### config.mk
export PLATFORM = sky130hd
export DESIGN_NAME = fir_datapath_flat
export DESIGN_NICKNAME = d
export VERILOG_FILES = /design/src/rtl/fir_op_if.sv /design/src/rtl/fir_datapath.sv /design/src/flat_wrapper.sv
export SDC_FILE = /design/constraint.sdc
export NUM_CORES = 1
export LEC_CHECK = 0
export ABC_AREA = 1
export CAP_MARGIN = 5
export CORE_ASPECT_RATIO = 1.4
export CORE_MARGIN = 2
export CORE_UTILIZATION = 49
export DETAILED_ROUTE_END_ITERATION = 16
export PLACE_DENSITY = 0.71
export SYNTH_ARGS = -nofsm -noshare
export SYNTH_HDL_FRONTEND = slang
export SYNTH_SLANG_ARGS = --single-unit
### constraint.sdc
create_clock -name clk -period 9.6 [get_ports clk]
set_clock_uncertainty 0.05 [all_clocks]
set_input_delay 1.92 -clock clk [delete_from_list [all_inputs] [get_ports clk]]
set_output_delay 1.92 -clock clk [all_outputs]
set_load 0.02 [all_outputs]
### src/rtl/fir_op_if.sv
// fir_op_if: operation command channel between the FIR controller (issuer)
// and the FIR datapath (executor).
//   op_valid  issuer -> datapath  command present on op/src1/src2/dest/ext_data
//   op_ready  datapath -> issuer  datapath can accept a command this cycle
//   op        issuer -> datapath  3-bit opcode
//   src1/src2 issuer -> datapath  source register indices
//   dest      issuer -> datapath  destination register index
//   ext_data  issuer -> datapath  external word for the load opcodes
interface fir_op_if #(
    parameter int DATA_W = 16
);
    logic              op_valid;
    logic              op_ready;
    logic [2:0]        op;
    logic [3:0]        src1;
    logic [3:0]        src2;
    logic [3:0]        dest;
    logic [DATA_W-1:0] ext_data;

    modport master (
        output op_valid, op, src1, src2, dest, ext_data,
        input  op_ready
    );

    modport slave (
        input  op_valid, op, src1, src2, dest, ext_data,
        output op_ready
    );
endinterface

### src/rtl/fir_datapath.sv
// fir_datapath: execution side of the FIR controller. Holds a 16-entry
// register file and executes one command per accept: NOP, COPY, LOAD_SAMPLE,
// LOAD_COEFF, ADD, SUB complete at the accept edge; MUL runs on a
// sequential shift-add multiplier (DATA_W iterations + 1 writeback cycle)
// and holds op_ready low while it runs.
//   clk       system clock, rising edge
//   rst       synchronous reset, active-high
//   bus       command channel (slave side)
//   overflow  overflow flag of the most recently completed op
//   fir_out   continuous copy of reg[0]
//   busy      multi-cycle op in progress (= ~op_ready)
module fir_datapath #(
    parameter int DATA_W     = 16,
    parameter int MUL_CYCLES = DATA_W   // must equal DATA_W
) (
    input  logic              clk,
    input  logic              rst,
    fir_op_if.slave           bus,
    output logic              overflow,
    output logic [DATA_W-1:0] fir_out,
    output logic              busy
);
    localparam int CNT_W = $clog2(DATA_W);

    localparam logic [2:0] OP_NOP   = 3'b000;
    localparam logic [2:0] OP_COPY  = 3'b001;
    localparam logic [2:0] OP_LDS   = 3'b010;
    localparam logic [2:0] OP_LDC   = 3'b011;
    localparam logic [2:0] OP_ADD   = 3'b100;
    localparam logic [2:0] OP_SUB   = 3'b101;
    localparam logic [2:0] OP_MUL   = 3'b110;

    typedef enum logic [1:0] {S_IDLE, S_MUL, S_WB} state_t;

    state_t              state, state_nxt;
    logic [DATA_W-1:0]   regs [16];
    logic [DATA_W-1:0]   mcand, mplier;
    logic [2*DATA_W-1:0] acc;
    logic [CNT_W-1:0]    cnt;
    logic [3:0]          mul_dest;

    logic [DATA_W-1:0]   rd1, rd2, diff;
    logic [DATA_W:0]     sum;
    logic [2*DATA_W-1:0] partial;
    logic                accept;

    // Combinational reads see pre-edge contents, so a same-cycle write to the
    // read register is not forwarded (read-before-write).
    assign rd1     = regs[bus.src1];
    assign rd2     = regs[bus.src2];
    assign sum     = {1'b0, rd1} + {1'b0, rd2};
    assign diff    = rd1 - rd2;
    assign partial = {{DATA_W{1'b0}}, mcand} << cnt;

    assign bus.op_ready = (state == S_IDLE);
    assign busy         = (state != S_IDLE);
    assign accept       = bus.op_valid && (state == S_IDLE);
    assign fir_out      = regs[0];

    always_comb begin
        state_nxt = state;
        case (state)
            S_IDLE:  if (accept && bus.op == OP_MUL) state_nxt = S_MUL;
            S_MUL:   if (cnt == CNT_W'(MUL_CYCLES - 1)) state_nxt = S_WB;
            S_WB:    state_nxt = S_IDLE;
            default: state_nxt = S_IDLE;
        endcase
    end

    always_ff @(posedge clk) begin
        if (rst) begin
            state    <= S_IDLE;
            overflow <= 1'b0;
            mcand    <= '0;
            mplier   <= '0;
            acc      <= '0;
            cnt      <= '0;
            mul_dest <= '0;
            for (int i = 0; i < 16; i++) regs[i] <= '0;
        end else begin
            state <= state_nxt;
            case (state)
                S_IDLE: begin
                    if (accept) begin
                        case (bus.op)
                            OP_COPY: begin
                                regs[bus.dest] <= rd1;
                                overflow       <= 1'b0;
                            end
                            OP_LDS, OP_LDC: begin
                                regs[bus.dest] <= bus.ext_data;
                                overflow       <= 1'b0;
                            end
                            OP_ADD: begin
                                regs[bus.dest] <= sum[DATA_W-1:0];
                                overflow       <= sum[DATA_W];
                            end
                            OP_SUB: begin
                                regs[bus.dest] <= diff;
                                overflow       <= (rd1 < rd2);
                            end
                            OP_MUL: begin
                                // Operands are captured here, so dest may alias
                                // a source; overflow is left alone until WB.
                                mcand    <= rd1;
                                mplier   <= rd2;
                                mul_dest <= bus.dest;
                                acc      <= '0;
                                cnt      <= '0;
                            end
                            default: overflow <= 1'b0; // NOP and reserved
                        endcase
                    end
                end
                S_MUL: begin
                    if (mplier[cnt]) acc <= acc + partial;
                    cnt <= cnt + 1'b1;   // wraps to 0 after the last iteration
                end
                S_WB: begin
                    regs[mul_dest] <= acc[DATA_W-1:0];
                    overflow       <= |acc[2*DATA_W-1:DATA_W];
                end
                default: ;
            endcase
        end
    end

    // OP_NOP is covered by the default branch; named here for readability.
    logic unused_nop;
    assign unused_nop = (OP_NOP == 3'b000);
endmodule

### src/flat_wrapper.sv
// flat-port wrapper written by rule: the top's interface ports become plain ports
module fir_datapath_flat 
#(
    parameter int DATA_W     = 16,
    parameter int MUL_CYCLES = DATA_W                       
)
  (clk, rst, overflow, fir_out, busy, bus_op_valid, bus_op, bus_src1, bus_src2, bus_dest, bus_ext_data, bus_op_ready);
  fir_op_if #(.DATA_W(DATA_W)) bus_i ();
  input  logic clk;
  input  logic rst;
  output logic overflow;
  output logic [DATA_W-1:0] fir_out;
  output logic busy;
  input wire logic [$bits(bus_i.op_valid)-1:0] bus_op_valid;
  input wire logic [$bits(bus_i.op)-1:0] bus_op;
  input wire logic [$bits(bus_i.src1)-1:0] bus_src1;
  input wire logic [$bits(bus_i.src2)-1:0] bus_src2;
  input wire logic [$bits(bus_i.dest)-1:0] bus_dest;
  input wire logic [$bits(bus_i.ext_data)-1:0] bus_ext_data;
  output wire logic [$bits(bus_i.op_ready)-1:0] bus_op_ready;
  assign bus_i.op_valid = bus_op_valid;
  assign bus_i.op = bus_op;
  assign bus_i.src1 = bus_src1;
  assign bus_i.src2 = bus_src2;
  assign bus_i.dest = bus_dest;
  assign bus_i.ext_data = bus_ext_data;
  assign bus_op_ready = bus_i.op_ready;
  fir_datapath #(.DATA_W(DATA_W), .MUL_CYCLES(MUL_CYCLES)) u_core (.clk(clk), .rst(rst), .bus(bus_i), .overflow(overflow), .fir_out(fir_out), .busy(busy));
endmodule
# ---- Yosys cells after proc, flatten, opt, wreduce, memory -nomap -nowiden
# Memory sizes are Yosys's and may differ from the RTL's.
# Cells that the tools add are included.
dict set report word_totals {
  regBits 75
  ramBits 256
  input_bits 34
  output_inout_bits 19
  elab_cells 97
  mem_count 1
}
# memory words word_bits read_ports rd_ports_with_merged_regs wr line_no
set memory_table {}
lappend memory_table {u_core.regs 16 16 3 0 16 fir_datapath.sv:36} ;# logic [DATA_W-1:0] regs [16];
dict set report classes {
  add_sub_neg 4
  n_lt_le_gt_ge 2
  eq_ne 15
  shifts 1
  mux 49
  bitwise 3
  n_reduce_logical 15
}
# operator count
set ops {}
lappend ops {{$mux 32} 3}
lappend ops {{$mux 16} 5}
lappend ops {{$pmux 32 s2} 1}
lappend ops {{$reduce_or 16->1} 3}
lappend ops {{$add 32x32->32} 1}
lappend ops {{$shl 16x4->32} 1}
lappend ops {{$mux 1} 29}
lappend ops {{$add 16x16->17} 1}
lappend ops {{$lt 16x16->1} 1}
lappend ops {{$mux 4} 4}
lappend ops {{$sub 16x16->16} 1}
lappend ops {{$ne 2x1->1 const B} 5}
lappend ops {{$eq 3x3->1 const B} 3}
lappend ops {{$reduce_and 3->1} 3}
lappend ops {{$pmux 4 s2} 1}
lappend ops {{$eq 3x2->1 const B} 2}
lappend ops {{$reduce_bool 2->1} 3}
lappend ops {{$lt 4x5->1 const B} 1}
lappend ops {{$add 4x1->4 const B} 1}
lappend ops {{$bmux 1 s4} 1}
lappend ops {{$eq 4x4->1 const B} 1}
lappend ops {{$mux 2} 2}
lappend ops {{$pmux 2 s2} 1}
lappend ops {{$reduce_and 4->1} 1}
lappend ops {{other kinds (11)} 14}

# ---- Depth between registers and ports, before layout
dict set report logic_depth {
  word_depth 13
  depth_mapped 26
  depth_no_buf 23
}

# ---- Worst setup path after synthesis
# No wires, ideal clock.
dict set report synth_timing {
  kind {input-to-reg}
  startpoint {in bus_src2[1]}
  endpoint {mem u_core.regs[8][13], data pin}
  setup_ps 257
  arrival_time_ps 4829
  required_time_ps 9293
  setup_slack_ps 4465
  cell_stages 20
  path_buffers 5
  cell_sequence {clkbuf_1 clkbuf_1 buf_1 o211ai_1 nand3_1 nand3_1 nand2_1 inv_1 ha_1 clkbuf_1 nand2_1 nor4_1 nand2_1 a21oi_1 nor2_1 nor2_1 nand2_1 nand2_2 buf_2 nor2_1}
}
# item line_no
set synth_rtl {}
lappend synth_rtl {{from (decl)} flat_wrapper.sv:17} ;# input wire logic [$bits(bus_i.src2)-1:0] bus_src2;
lappend synth_rtl {{to (decl)} fir_datapath.sv:36}

==> metrics.txt <==
top-count cell post-synth nand2_1; Clock Tree Buf Depth 3; CTS Buf Count 37; Crit Path Max Fanout 33; IO Pins 53; clock latency at the later pin of the worst-skew pair 0.55 ns; GR Util All Layers 0.331; Area growth syn-to-layout 7.53%; Hold WC Path Type flop to flop; Sequential Area 9190 um2; P_sw 1.17 mW; chip width 184 um; hold buffer count at cts 0; unrepaired setup endpoints after global routing no; first drt pass iteration count 9; wire per inst 22.7 um; post-cts resize count 0; H-tree depth 2; Setup CP Type input port to flop; fin crit share 0.662; Final Instance Area 23,800 um2; asr flop ratio synth 0; Pwr Total 3.76 mW; DP HPWL 55,900 um; outcome completed; Final Max Slew Viols 0; GP Congestion 0.977; Peak VDD IR 0.125 mV; via count 21,623; Initial DRC Count 2,367; n_diodes 0; Synth top area share 0.348; first-pass GRT wire length 119,000 um; routed wire length 79,700 um; Syn Nets 3,104; Arr. time, crit path 6.55 ns; Mapped Area 22,100 um2; flops & latches, synth 331; Post-synth top cells nand2_1, a21oi_1, nor2_1; clock share of power 0.379; Synth area leaders edfxtp_1, nand2_1, a21oi_1; FP Rows 92; fmax 0.157 GHz; final worst setup slack 3.25 ns; initial antenna violation count 0; Setup Buffers After CTS 0; Synth Instances 3,003; multi-input logic area 10,900 um2; layout cell share with drive strength beyond 1 0.0523; Clock transition at path regs 0.06 ns; number of synthesized flops with an enable pin 256; Root Buffer clkbuf_16; Reg power frac 0.429; final std cells w/o fill 3,509; post-synthesis cell type count 46; TritonCTS clock tree built; Worst Hold Slack 0.439 ns; Avg Vias per Cell 6.16; DP Cell Count 3,441; largest net degree at the start of global routing 157; Synthesis Warnings 0; total of max-cap violations 0; sw frac 0.312; Most used DFF post-synth edfxtp_1; area leader, netlist edfxtp_1; post-layout util 0.531; vias in the first global route 20,482; Crit. End Element flop; R2R setup slack 5.44 ns; post-synthesis sequential area ratio 0.416; Post-Place Setup Slack 2.79 ns; drt drc 0; Cell Pwr Density 158 nW/um2; setup TNS 0 ns; Pleak 9.55 nW; final hold vios 0; Fillers 4,332; Die H 255 um; normalized max-slew margin 0.220; PortBufs 52; # setup viols final 0; gr ovfl total 0; worst path required time 9.80 ns; Worst Max-Slew Pin Slew 1.17 ns; starting density of the core 0.494; die area 46,900 um2; area of the core 44,800 um2; Combinational Power Share 0.192; post-route ant nets 0; critical path launch point type input port; fin nets 3,017; clock sink total 331; minimum clock period 6.35 ns; dpl cell area 22,600 um2; P_int 2.58 mW; Post-Syn Area per Cell 7.36 um2
-- placed cells by master, fill, tap and decap left out, types with 8 or more instances in the layout --
cell / n
nor4_1: 8
nor2_1: 332
nand2_2: 26
clkdlybuf4s50_1: 48
clkbuf_1: 9
or2_2: 28
dfxtp_1: 75
nand4_1: 12
o21ai_0: 305
o22ai_1: 9
clkbuf_16: 39
inv_1: 288
o211ai_1: 102
edfxtp_1: 256
clkinv_1: 14
nand3b_1: 9
a21oi_1: 335
buf_4: 21
nor3_1: 20
nand2_1: 560
inv_2: 11
o221ai_1: 16
ha_1: 64
nand3_1: 296
-- cell type report --
| type | instances | area share |
|---|---|---|
| timing repair buffer | 71 | 0.0278 |
| clock inverter | 19 | 0.00632 |
| tap | 564 | 0.0297 |
| multi-input combinational | 2172 | 0.459 |
| sequential | 331 | 0.387 |
| clock buffer | 49 | 0.0431 |
| inverter | 303 | 0.0478 |
-- critical path: stages --
cell and delay [ns]:
clkdlybuf4s50_1 0.45, buf_4 0.47, inv_1 0.43, buf_4 0.39, nand3_1 0.15, nand3_1 0.24
nand2_1 0.36, ha_1 0.39, a21oi_1 0.28, o21ai_0 0.17, nand3b_1 0.21, nand2_1 0.07
nand2_1 0.04, o21ai_0 0.16, inv_1 0.06, nand2_1 0.55, a21oi_1 0.15
-- kinds of logic (layout without fill, tap and decap cells) --
group,count (synthesis),count (layout),synth area share
adder cells (fa/ha/maj),67,67,0.0389
AND/OR/NAND/NOR,1303,1303,0.253
multiplexers,2,2,0.000906
buffers and inverters,500,442,0.0911
AO/OA/AOI/OAI,795,795,0.199
flip-flops,331,331,0.416
XOR/XNOR,5,5,0.00198
-- worst paths after layout --
kind | to | startpoint | cells after the start
setup reg to reg | u_core.acc[26] | u_core.cnt[1] | 16
hold / removal | u_core.mplier[10] | u_core.mplier[10] | 2
setup / recovery | u_core.regs[5][10] | bus_src1[2] | 17
hold reg to reg | u_core.mplier[10] | u_core.mplier[10] | 2
-- flip-flops by register name, summed over array words and instances, names as in the netlist --
name             count
u_core.mul_dest      4
u_core.overflow      1
u_core.mcand        16
u_core.cnt           4
u_core.acc          32
u_core.state         2
u_core.mplier       16
u_core.regs        256
-- power by group through the flow --
stage | registers (mW) | logic [mW] | clock network, mW
after detailed placement | 1.64 | 0.701 | 0
after global placement | 1.64 | 0.696 | 0
final | 1.61 | 0.721 | 1.42
after CTS | 1.61 | 0.703 | 1.42
after floorplan | 1.63 | 0.477 | 0
after global routing | 1.61 | 0.779 | 1.47
-- layer usage --
layer / vias to the layer above / routed length, um / global-route usage
met5: - / 0 / 0
met4: 0 / 4980 / 0.189
met2: 1193 / 39100 / 0.570
li1: 10044 / - / -
met3: 265 / 6570 / 0.0408
met1: 10121 / 29100 / 0.396
(Power assumes the default switching activity.)
